### src/rtl/muldiv_unit.sv
// Iterative multiply/divide unit: one operand bit per clock, single-cycle write-back.
// Optional macro MULDIV_SIGNED_EN: two's complement operands with sign correction at completion.
module muldiv_unit #(
    parameter int WIDTH   = 16,
    parameter int RADDR_W = 3
) (
    input  logic               CLK,
    input  logic               RST,
    input  logic               start,
    input  logic [1:0]         op,
    input  logic               flush,
    input  logic [WIDTH-1:0]   rs_val,
    input  logic [WIDTH-1:0]   rt_val,
    input  logic [RADDR_W-1:0] rd_in,
    output logic               busy,
    output logic               done,
    output logic               wb_en,
    output logic [RADDR_W-1:0] wb_rd,
    output logic [WIDTH-1:0]   wb_data,
    output logic               div_by_zero
);

    localparam int CW = $clog2(WIDTH);

    typedef enum logic [1:0] {
        ST_IDLE = 2'd0,
        ST_RUN  = 2'd1,
        ST_DONE = 2'd2
    } state_t;

    state_t               state_q;
    logic [CW-1:0]        cnt_q;
    logic [1:0]           op_q;
    logic [RADDR_W-1:0]   rd_q;
    logic [WIDTH-1:0]     opb_q;
    logic [2*WIDTH-1:0]   prod_q;
    logic [WIDTH-1:0]     rem_q;
    logic [WIDTH-1:0]     quo_q;
    logic [WIDTH-1:0]     wb_data_q;
    logic                 dbz_q;

    logic [WIDTH-1:0]     a_mag;
    logic [WIDTH-1:0]     b_mag;
    logic                 div_zero_in;
    logic [WIDTH:0]       mul_sum;
    logic [2*WIDTH-1:0]   prod_d;
    logic [WIDTH:0]       rem_shift;
    logic                 rem_take;
    logic [WIDTH-1:0]     rem_d;
    logic [WIDTH-1:0]     quo_d;
    logic [2*WIDTH-1:0]   prod_fix;
    logic [WIDTH-1:0]     quo_fix;
    logic [WIDTH-1:0]     rem_fix;
    logic [WIDTH-1:0]     result;

`ifdef MULDIV_SIGNED_EN
    logic neg_q;
    logic rneg_q;

    assign a_mag    = rs_val[WIDTH-1] ? -rs_val : rs_val;
    assign b_mag    = rt_val[WIDTH-1] ? -rt_val : rt_val;
    assign prod_fix = neg_q  ? -prod_q : prod_q;
    assign quo_fix  = neg_q  ? -quo_q  : quo_q;
    assign rem_fix  = rneg_q ? -rem_q  : rem_q;
`else
    assign a_mag    = rs_val;
    assign b_mag    = rt_val;
    assign prod_fix = prod_q;
    assign quo_fix  = quo_q;
    assign rem_fix  = rem_q;
`endif

    assign div_zero_in = op[1] && (rt_val == '0);

    // Right-shifting shift-add: multiplier sits in the low half and is consumed LSB first.
    assign mul_sum = {1'b0, prod_q[2*WIDTH-1:WIDTH]} + (prod_q[0] ? {1'b0, opb_q} : '0);
    assign prod_d  = {mul_sum, prod_q[WIDTH-1:1]};

    // Restoring division; the remainder stays below the divisor, so W bits hold it between steps.
    assign rem_shift = {rem_q, quo_q[WIDTH-1]};
    assign rem_take  = rem_shift >= {1'b0, opb_q};
    assign rem_d     = rem_take ? WIDTH'(rem_shift - {1'b0, opb_q}) : rem_shift[WIDTH-1:0];
    assign quo_d     = {quo_q[WIDTH-2:0], rem_take};

    always_comb begin
        result = '0;
        case (op_q)
            2'b00:   result = prod_fix[WIDTH-1:0];
            2'b01:   result = prod_fix[2*WIDTH-1:WIDTH];
            2'b10:   result = quo_fix;
            default: result = rem_fix;
        endcase
    end

    assign busy        = (state_q != ST_IDLE);
    assign done        = (state_q == ST_DONE);
    assign wb_en       = done && !flush;
    assign wb_rd       = rd_q;
    assign wb_data     = wb_en ? result : wb_data_q;
    assign div_by_zero = dbz_q;

    always_ff @(posedge CLK or posedge RST) begin
        if (RST) begin
            state_q   <= ST_IDLE;
            cnt_q     <= '0;
            op_q      <= '0;
            rd_q      <= '0;
            opb_q     <= '0;
            prod_q    <= '0;
            rem_q     <= '0;
            quo_q     <= '0;
            wb_data_q <= '0;
            dbz_q     <= 1'b0;
`ifdef MULDIV_SIGNED_EN
            neg_q     <= 1'b0;
            rneg_q    <= 1'b0;
`endif
        end else begin
            case (state_q)
                ST_IDLE: begin
                    if (start && !flush) begin
                        op_q  <= op;
                        rd_q  <= rd_in;
                        cnt_q <= '0;
                        dbz_q <= div_zero_in;
                        if (op[1]) begin
                            opb_q <= b_mag;
                            // Divide by zero skips RUN: preload the defined results directly.
                            quo_q <= div_zero_in ? '1 : a_mag;
                            rem_q <= div_zero_in ? rs_val : '0;
                        end else begin
                            opb_q  <= a_mag;
                            prod_q <= {{WIDTH{1'b0}}, b_mag};
                        end
`ifdef MULDIV_SIGNED_EN
                        neg_q  <= !div_zero_in && (rs_val[WIDTH-1] ^ rt_val[WIDTH-1]);
                        rneg_q <= !div_zero_in && rs_val[WIDTH-1];
`endif
                        state_q <= div_zero_in ? ST_DONE : ST_RUN;
                    end
                end
                ST_RUN: begin
                    if (flush) begin
                        state_q <= ST_IDLE;
                    end else begin
                        cnt_q <= cnt_q + CW'(1);
                        if (op_q[1]) begin
                            rem_q <= rem_d;
                            quo_q <= quo_d;
                        end else begin
                            prod_q <= prod_d;
                        end
                        if (cnt_q == CW'(WIDTH - 1)) begin
                            state_q <= ST_DONE;
                        end
                    end
                end
                ST_DONE: begin
                    if (!flush) begin
                        wb_data_q <= result;
                    end
                    state_q <= ST_IDLE;
                end
                default: state_q <= ST_IDLE;
            endcase
        end
    end

endmodule

### config.mk
export PLATFORM = sky130hd
export DESIGN_NAME = muldiv_unit
export DESIGN_NICKNAME = d
export VERILOG_FILES = /design/src/rtl/muldiv_unit.sv
export SDC_FILE = /design/constraint.sdc
export NUM_CORES = 1
export LEC_CHECK = 0
export BUFFER_PORTS_ARGS = -buffer_cell sky130_fd_sc_hd__buf_2
export CORE_ASPECT_RATIO = 0.8
export CORE_UTILIZATION = 35
export CTS_CLUSTER_SIZE = 24
export DETAILED_ROUTE_END_ITERATION = 6
export GPL_TIMING_DRIVEN = 0
export PLACE_DENSITY_LB_ADDON = 0.08
export SLEW_MARGIN = 20
export SYNTH_ARGS = -nofsm -noshare
export SYNTH_HDL_FRONTEND = slang
export SYNTH_SLANG_ARGS = --single-unit
### constraint.sdc
create_clock -name CLK -period 9.6 [get_ports CLK]
set_clock_uncertainty 0.1 [all_clocks]
set_input_delay 0.48 -clock CLK [delete_from_list [all_inputs] [get_ports CLK]]
set_output_delay 0.48 -clock CLK [all_outputs]
set_load 0.1 [all_outputs]
==> results.md, run 1 <==
* Sequential cell area fraction in the yosys report at 39.6%
* CTS root buffer: clkbuf_16
* Vias at 5721
* Pre-Repair DR Iteration Count at 5
* Period utilisation layout at 36.2%
* Ys flop type: dfrtp_1
* Synthesis-to-layout area growth at 13.7%
* # rows at 45
* Syn avg cell area at 9.58 sq um
* Overall Global Routing Usage at 22.6%
* Synth Area in Compound Gates at 17.7%
* Multi-input gate area at 3840 sq um
* Hold Crit Class: in -> async
* Post-Synth XOR/XNOR Area at 3.47%
* Leakage at 3.61 nW
* Max-cap violations at 0
* CTS tree: built
* Vias in the first global route at 5523
* Port buffer count at 62
* Die W at 158 um
* Die H at 127 um
* Max FO, Critical Path at 10
* Mux contribution to synthesized area at 13.9%
* Placer Congestion at 0.848
* Slew Limit Fails at 0
* IR drop worst, VDD at 0.135 mV
* Post-Synth Simple-Gate Area at 14.5%
* Period minus WS final at 3.47 ns
* Filler Cells Inserted at 1904
* Detailed-route DRC error count at 0
* Core area at 19000 sq um
* Starting Density at 35.8%
* Maximum clock insertion buffer count at 2
* Clock Sink Count at 108
* Post-synthesis adder-cell area fraction at 6.64%
* Top cells by area, synth: dfrtp_1 (40%), ha_1 (6.1%), mux4_2 (5.3%)
* CTS H-tree depth at 3
* Worst Max-Slew Pin Slew at 0.885 ns
* 1st-iter DRT viols at 463
* Post-synthesis cell type count at 64
* Most frequent cells after synthesis: dfrtp_1 (108), nand2_1 (78), nor2_1 (63), a21oi_1 (55), o21ai_0 (45)
* IO Pins at 64
* Num CTS Buffers at 9
* Post-CTS setup buffers at 0
* Crit Path Class: reg -> out
* Later-pin clock latency in the skew report at 0.36 ns
* Hold_ws at 0.00372 ns
* Warnings from Yosys at 0
* Post_cts resized at 0
* Fin. Hold Viols at 0
* Cell Pwr Density at 280 nW/um^2
* Relative slew slack at 40.5%
* Die footprint at 20000 sq um
* Setup crit start kind: flop
* Max Freq at 288 MHz
* RSZ-0062 raised after global routing: no
* Initial antenna violation count at 1
* Nets at 862
* Required @ worst endpoint at 9.02 ns
* Synth Cell Area at 6820 sq um
* Synth top area share at 39.6%
* Final WL at 21500 um
* First-pass GRT wire length at 33400 um
* Syn nets at 788
* Number of enable flip-flop cells after synthesis at 0
* Antenna cells at 0
* Setup Total Neg Slack at 0 ns
* HPWL Detailed at 16800 um
* Largest net degree at the start of global routing at 75
* Overflow left after global routing at 0
* Outcome: finished clean
* Most common cell in the synthesized netlist: dfrtp_1
* Crit end category: output pin
* Largest family of logic cells by synthesized area: compound AO/OA/AOI/OAI gates
* Synthesized flop and latch total at 108
* Synth async-reset ratio at 100%
* Sequential cell area at 2700 sq um
* Wire per inst at 20.6 um
* Yosys top cell by area: dfrtp_1
* CTS Hold Bufs at 0
* DRT antenna net count at 0
* Post-Syn Instances at 712
* Layout cells sized above 1 at 16.6%
* CP arrival at 2.89 ns
* Final setup viols at 0
* Vias/cell at 5.46
* Reg clk slew, reported paths at 0.08 ns
-- sequential cells by signal, summed over array words and instances, names as in the netlist --
register	count
rem_fix	16
div_by_zero	1
op_q	2
wb_data_q	16
state_q	2
opb_q	16
cnt_q	4
quo_fix	16
prod_fix	32
wb_rd	3
-- cells by family after synthesis --
family                   Yosys count
buffers and inverters             69
flip-flops                       108
AND/OR/NAND/NOR                  216
XOR/XNOR                          27
multiplexers                      72
adder cells (fa/ha/maj)           35
AO/OA/AOI/OAI                    185
-- per-layer routing --
metal  part of all wire [%]  wire (um)  vias up  GRT usage, %
met1                     50      10700     2796          34.8
met5                  0.060         13        -             0
met2                     42       8970      194          31.7
li1                       -          -     2708             -
met4                    1.6        353        2          6.28
met3                    7.0       1500       21          4.37
-- critical path, cell delays in order, from the launching register on --
cell      delay, ns
dfrtp_1        0.36
clkbuf_1       0.19
nor2b_1        0.16
nor2b_1        0.14
clkbuf_1       0.41
clkbuf_1       0.54
mux2_2         0.42
buf_2          0.29
-- final timing paths --
kind | from | endpoint | slack (ns) | cells past startpoint
worst max-delay path | state_q[0]$_DFFE_PP0P_ | wb_data[3] | 6.13 | 7
worst min-delay path | RST | prod_fix[29]$_DFFE_PP0P_ | 0.004 | 2
worst max register to register | opb_q[14]$_DFFE_PP0P_ | rem_fix[2]$_DFFE_PP0P_ | 6.28 | 10
worst min register to register | wb_data_q[12]$_DFFE_PP0P_ | wb_data_q[12]$_DFFE_PP0P_ | 0.40 | 1
max in group asynchronous | RST | prod_fix[10]$_DFFE_PP0P_ | 8.68 | 3
min in group CLK | rd_in[2] | wb_rd[2]$_DFFE_PP0P_ | 0.24 | 2
-- per-stage QoR --
step                util [%]  cells  setup WS, ns  area (sq um)  power (mW)
floorplan                  -    712          4.78          6820        1.50
global placement        39.2   1032          4.63          7450        1.78
detailed placement      39.3   1033          6.30          7480        1.80
CTS                     40.7   1047          6.04          7750        2.16
global route            40.7   1047          5.89          7750        2.32
finish                  40.7   1047          6.13          7750        2.17
-- report_power, final --
part	leakage, nW	switching (mW)	internal (mW)	total (mW)
clock network	0.122	0.177	0.180	0.358
registers	1.35	0.183	0.590	0.773
logic	2.14	0.590	0.445	1.04
-- layout by cell type, fill, tap and decap left out, types with 7 or more instances in the layout --
cell | synthesis | layout
dfrtp_1 | 108 | 108
nand2_1 | 78 | 78
buf_2 | 3 | 65
nor2_1 | 63 | 63
a21oi_1 | 55 | 55
o21ai_0 | 45 | 45
clkbuf_1 | 34 | 34
mux2i_1 | 34 | 34
ha_1 | 33 | 33
inv_1 | 28 | 27
mux2_2 | 22 | 22
nor3_1 | 21 | 21
o31ai_1 | 20 | 20
xor2_1 | 16 | 16
mux4_2 | 16 | 16
and2_1 | 16 | 16
xnor2_1 | 11 | 11
a221oi_1 | 10 | 10
clkbuf_16 | 0 | 9
o21a_1 | 8 | 8
a21o_1 | 7 | 7
-- final cells by class --
| class | instances | share of cell area, % |
|---|---|---|
| Clock buffer | 10 | 3.08 |
| Timing Repair Buffer | 63 | 4.36 |
| Multi-Input combinational cell | 535 | 49.5 |
| Inverter | 28 | 1.42 |
| Tap cell | 258 | 4.17 |
| Buffer | 41 | 2.23 |
| Sequential cell | 108 | 34.9 |
| Clock inverter | 4 | 0.355 |
(Power assumes the default switching activity.)
==> run 2, diff against run 1 <==
--- a/config.mk
+++ b/config.mk
@@ -5,6 +5,7 @@
 export SDC_FILE = /design/constraint.sdc
 export NUM_CORES = 1
 export LEC_CHECK = 0
+export ABC_AREA = 1
 export BUFFER_PORTS_ARGS = -buffer_cell sky130_fd_sc_hd__buf_2
 export CORE_ASPECT_RATIO = 0.8
 export CORE_UTILIZATION = 35
==> constraint.sdc (replaced) <==
create_clock -name CLK -period 2.8 [get_ports CLK]
set_clock_uncertainty 0.1 [all_clocks]
set_input_delay 0.14 -clock CLK [delete_from_list [all_inputs] [get_ports CLK]]
set_output_delay 0.14 -clock CLK [all_outputs]
set_load 0.1 [all_outputs]
==> run 2 against run 1 <==
Against the previous run:
- via count increased by 31%
- critical path depth decreased by 1
- setup slack got worse by 6.1 ns
- count of clock-buffer cells in the layout increased by 1
- sequential share of layout area decreased by 5.0 points
- cell count increased by 39%
- final area increased by 17%
==> results.md, run 2 <==
* Outcome: finished clean
* Placer Congestion at 0.884 (+4.2%)
* Placement-stage cell area at 8230 sq um (+10%)
* Largest net degree at the start of global routing at 26 (-65%)
* Worst Max-Slew Pin Slew at 0.737 ns (-0.148 ns)
* Vias/cell at 5.14 (-6.0%)
* RR Endpoint: rem_fix[10]$_DFFE_PP0P_
* Period utilisation layout at 97.3%
* Vias in the first global route at 7061 (+28%)
* Antenna cells at 0 (unchanged)
* CTS root buffer: clkbuf_16
* Die footprint at 21500 sq um (+7.5%)
* Crit end category: output pin
* Filler Cells Inserted at 2103 (+10%)
* Leakage at 4.63 nW (+28%)
* Top cells by area, synth: dfrtp_1 (37%), nand2_1 (18%), inv_1 (6.9%)
* RSZ-0062 raised after global routing: yes
* Commonest non-fill, non-tap cell in the layout: nand2_1
* Overflow left after global routing at 0 (unchanged)
* Reg clk slew, reported paths at 0.08 ns (about the same)
* Die W at 164 um (+3.7%)
* Setup crit start kind: flop
* DRT antenna net count at 0 (unchanged)
* Core area at 20200 sq um (+6.2%)
* Max-cap violations at 0 (unchanged)
* HPWL Detailed at 21300 um (+26%)
* Nets at 1264 (+47%)
* CTS H-tree depth at 3 (unchanged)
* Cell Pwr Density at 1090 nW/um^2 (+290%)
* 1st-iter DRT viols at 645 (+39%)
* Clock Sink Count at 108 (unchanged)
* Most common cell in the synthesized netlist: nand2_1
* Hold path startpoint: rs_val[5]
* Hold-critical path depth at 3
* IO Pins at 64 (unchanged)
* Pre-Repair DR Iteration Count at 5 (unchanged)
* CP arrival at 2.48 ns (-0.41 ns)
* Slowest CP cell: dfrtp_1
* IR drop worst, VDD at 0.893 mV (+560%)
* Later-pin clock latency in the skew report at 0.36 ns (about the same)
* Slowest Stage Delay on Critical Path at 0.49 ns (-0.05 ns)
* Maximum clock insertion buffer count at 2 (unchanged)
* Final core occ at 44.8% (+4.0 points)
* Max Freq at 367 MHz
* Total Power at 9.89 mW (+360%)
* Synthesis-to-layout area growth at 23.2%
* Number of enable flip-flop cells after synthesis at 0 (unchanged)
* # rows at 46 (+2.2%)
* Synth Cell Area at 7340 sq um (+7.6%)
* Post-synthesis cell type count at 39 (-39%)
* Most frequent cells after synthesis: nand2_1 (360), inv_1 (134), nor2_1 (114), dfrtp_1 (108), o21ai_0 (52)
* Final non-filler cell area at 9040 sq um (+17%)
* Initial antenna violation count at 0 (-1)
* Yosys top cell by area: dfrtp_1
* Vias at 7487 (+31%)
* Port buffer count at 63 (+1.6%)
* Detailed-route DRC error count at 0 (unchanged)
* Sequential cell area fraction in the yosys report at 36.8% (-2.8 points)
* Required @ worst endpoint at 2.56 ns (-6.46 ns)
* Die H at 132 um (+3.7%)
* Slew Limit Fails at 0 (unchanged)
* Relative slew slack at 50.9% (+10 points)
* Num CTS Buffers at 9 (unchanged)
* Hold Crit Class: in -> reg
* Syn nets at 1148 (+46%)
* Max reg flops at 32 (unchanged)
* Ys flop type: dfrtp_1
* Crit Path Class: reg -> out
* Hold Path Sink: quo_fix[5]$_DFFE_PP0P_
* Max FO, Critical Path at 10 (unchanged)
* Cells after DPL at 1403 (+36%)
* Cell Chain, Critical Path: nand2_1, inv_1, clkbuf_2, a221oi_2, o21ai_4, buf_2
* First-pass GRT wire length at 41300 um (+23%)
* Synthesized flop and latch total at 108 (unchanged)
* Synth top area share at 36.8% (-2.8 points)
* RR Startpoint: rem_fix[2]$_DFFE_PP0P_
* R2R depth at 12 (+2)
* Post-Syn Instances at 1072 (+51%)
* Fin. Hold Viols at 0 (unchanged)
* Most frequent cells in the layout: nand2_1 (359), inv_1 (133), nor2_1 (111)
* Layout cells sized above 1 at 13.2% (-3.4 points)
* Final setup viols at 0 (unchanged)
* Finished Layout Cells at 1457 (+39%)
* Syn avg cell area at 6.84 sq um (-29%)
* CTS tree: built
* Starting Density at 36.3% (+0.49 points)
* Synth async-reset ratio at 100% (unchanged)
* R2R Setup Slk at 0.18 ns (-6.10 ns)
* Overall Global Routing Usage at 25.5% (+2.9 points)
* Warnings from Yosys at 0 (unchanged)
* Final WL at 26400 um (+23%)
* Period minus WS final at 2.72 ns
* Wire per inst at 18.1 um (-12%)
## run 2: stage by stage
stage               worst slack (ns)  TNS [ns]  hold WS [ns]
floorplan                     -0.208     -1.01         0.157
global placement              -0.364     -1.31         0.241
detailed placement            -0.346     -1.29        0.0856
CTS                          -0.0303   -0.0791        0.0153
global route                 -0.0360   -0.0685        0.0450
finish                        0.0767         0        0.0325
## run 2: repair_timing
| action | 4_1_cts | 5_1_grt |
|---|---|---|
| gates resized for setup | 14 | 26 |
| hold endpoints to repair | 52 | 0 |
| endpoints found under the setup margin | 18 | 29 |
| setup buffers | 0 | 0 |
| gates cloned | 0 | 0 |
| hold buffers | 39 | 0 |
## run 2: worst max path at each step
stage,start,to,cells past startpoint
2_1_floorplan,state_q[1]$_DFFE_PP0P_,wb_data_q[2]$_DFFE_PP0P_,5
3_3_place_gp,prod_fix[0]$_DFFE_PP0P_,prod_fix[29]$_DFFE_PP0P_,14
3_5_place_dp,prod_fix[0]$_DFFE_PP0P_,prod_fix[29]$_DFFE_PP0P_,13
4_1_cts,op_q[0]$_DFFE_PP0P_,wb_data[10],5
5_1_grt,op_q[1]$_DFFE_PP0P_,wb_data[4],9
6_report,op_q[0]$_DFFE_PP0P_,wb_data[12],6
## run 2: cells by family after synthesis
logic type	after synthesis	synth area share [%]
AND/OR/NAND/NOR	574	32.1
buffers and inverters	179	9.52
AO/OA/AOI/OAI	170	14.6
flip-flops	108	36.8
adder cells (fa/ha/maj)	35	6.17
XOR/XNOR	6	0.716
## run 2: power by group
group / switching, mW / total, mW / internal (mW)
clock: 0.628 / 1.33 / 0.701
sequential: 0.703 / 2.87 / 2.17
combinational: 3.89 / 5.68 / 1.80
## run 2: metal layers
metal | up-vias | GRT usage (%) | share of wire [%]
met2 | 251 | 35.4 | 40
li1 | 3724 | - | -
met3 | 19 | 4.86 | 6.9
met1 | 3493 | 39.7 | 51
met5 | - | 0 | 0
met4 | 0 | 6.07 | 1.6
## run 2: critical path: cells and delay by family, from the launching register on
family | cells | cell delay [ns]
and+or+nand+nor | 1 | 0.08
DFF | 1 | 0.49
buffers and inverters | 3 | 1.18
AOI/OAI and AO/OA | 2 | 0.36
## run 2: final cells by class
cell class              count  area, sq um  share of cell area, %
plain buffers              40          191                   2.12
clock buffers              11          233                   2.57
clock inverters             5         60.1                  0.664
inverters                 138          522                   5.77
multi-input cells         785         4190                   46.3
flip-flops and latches    108         2700                   29.9
well taps                 264          330                   3.65
repair buffers            106          813                   8.99
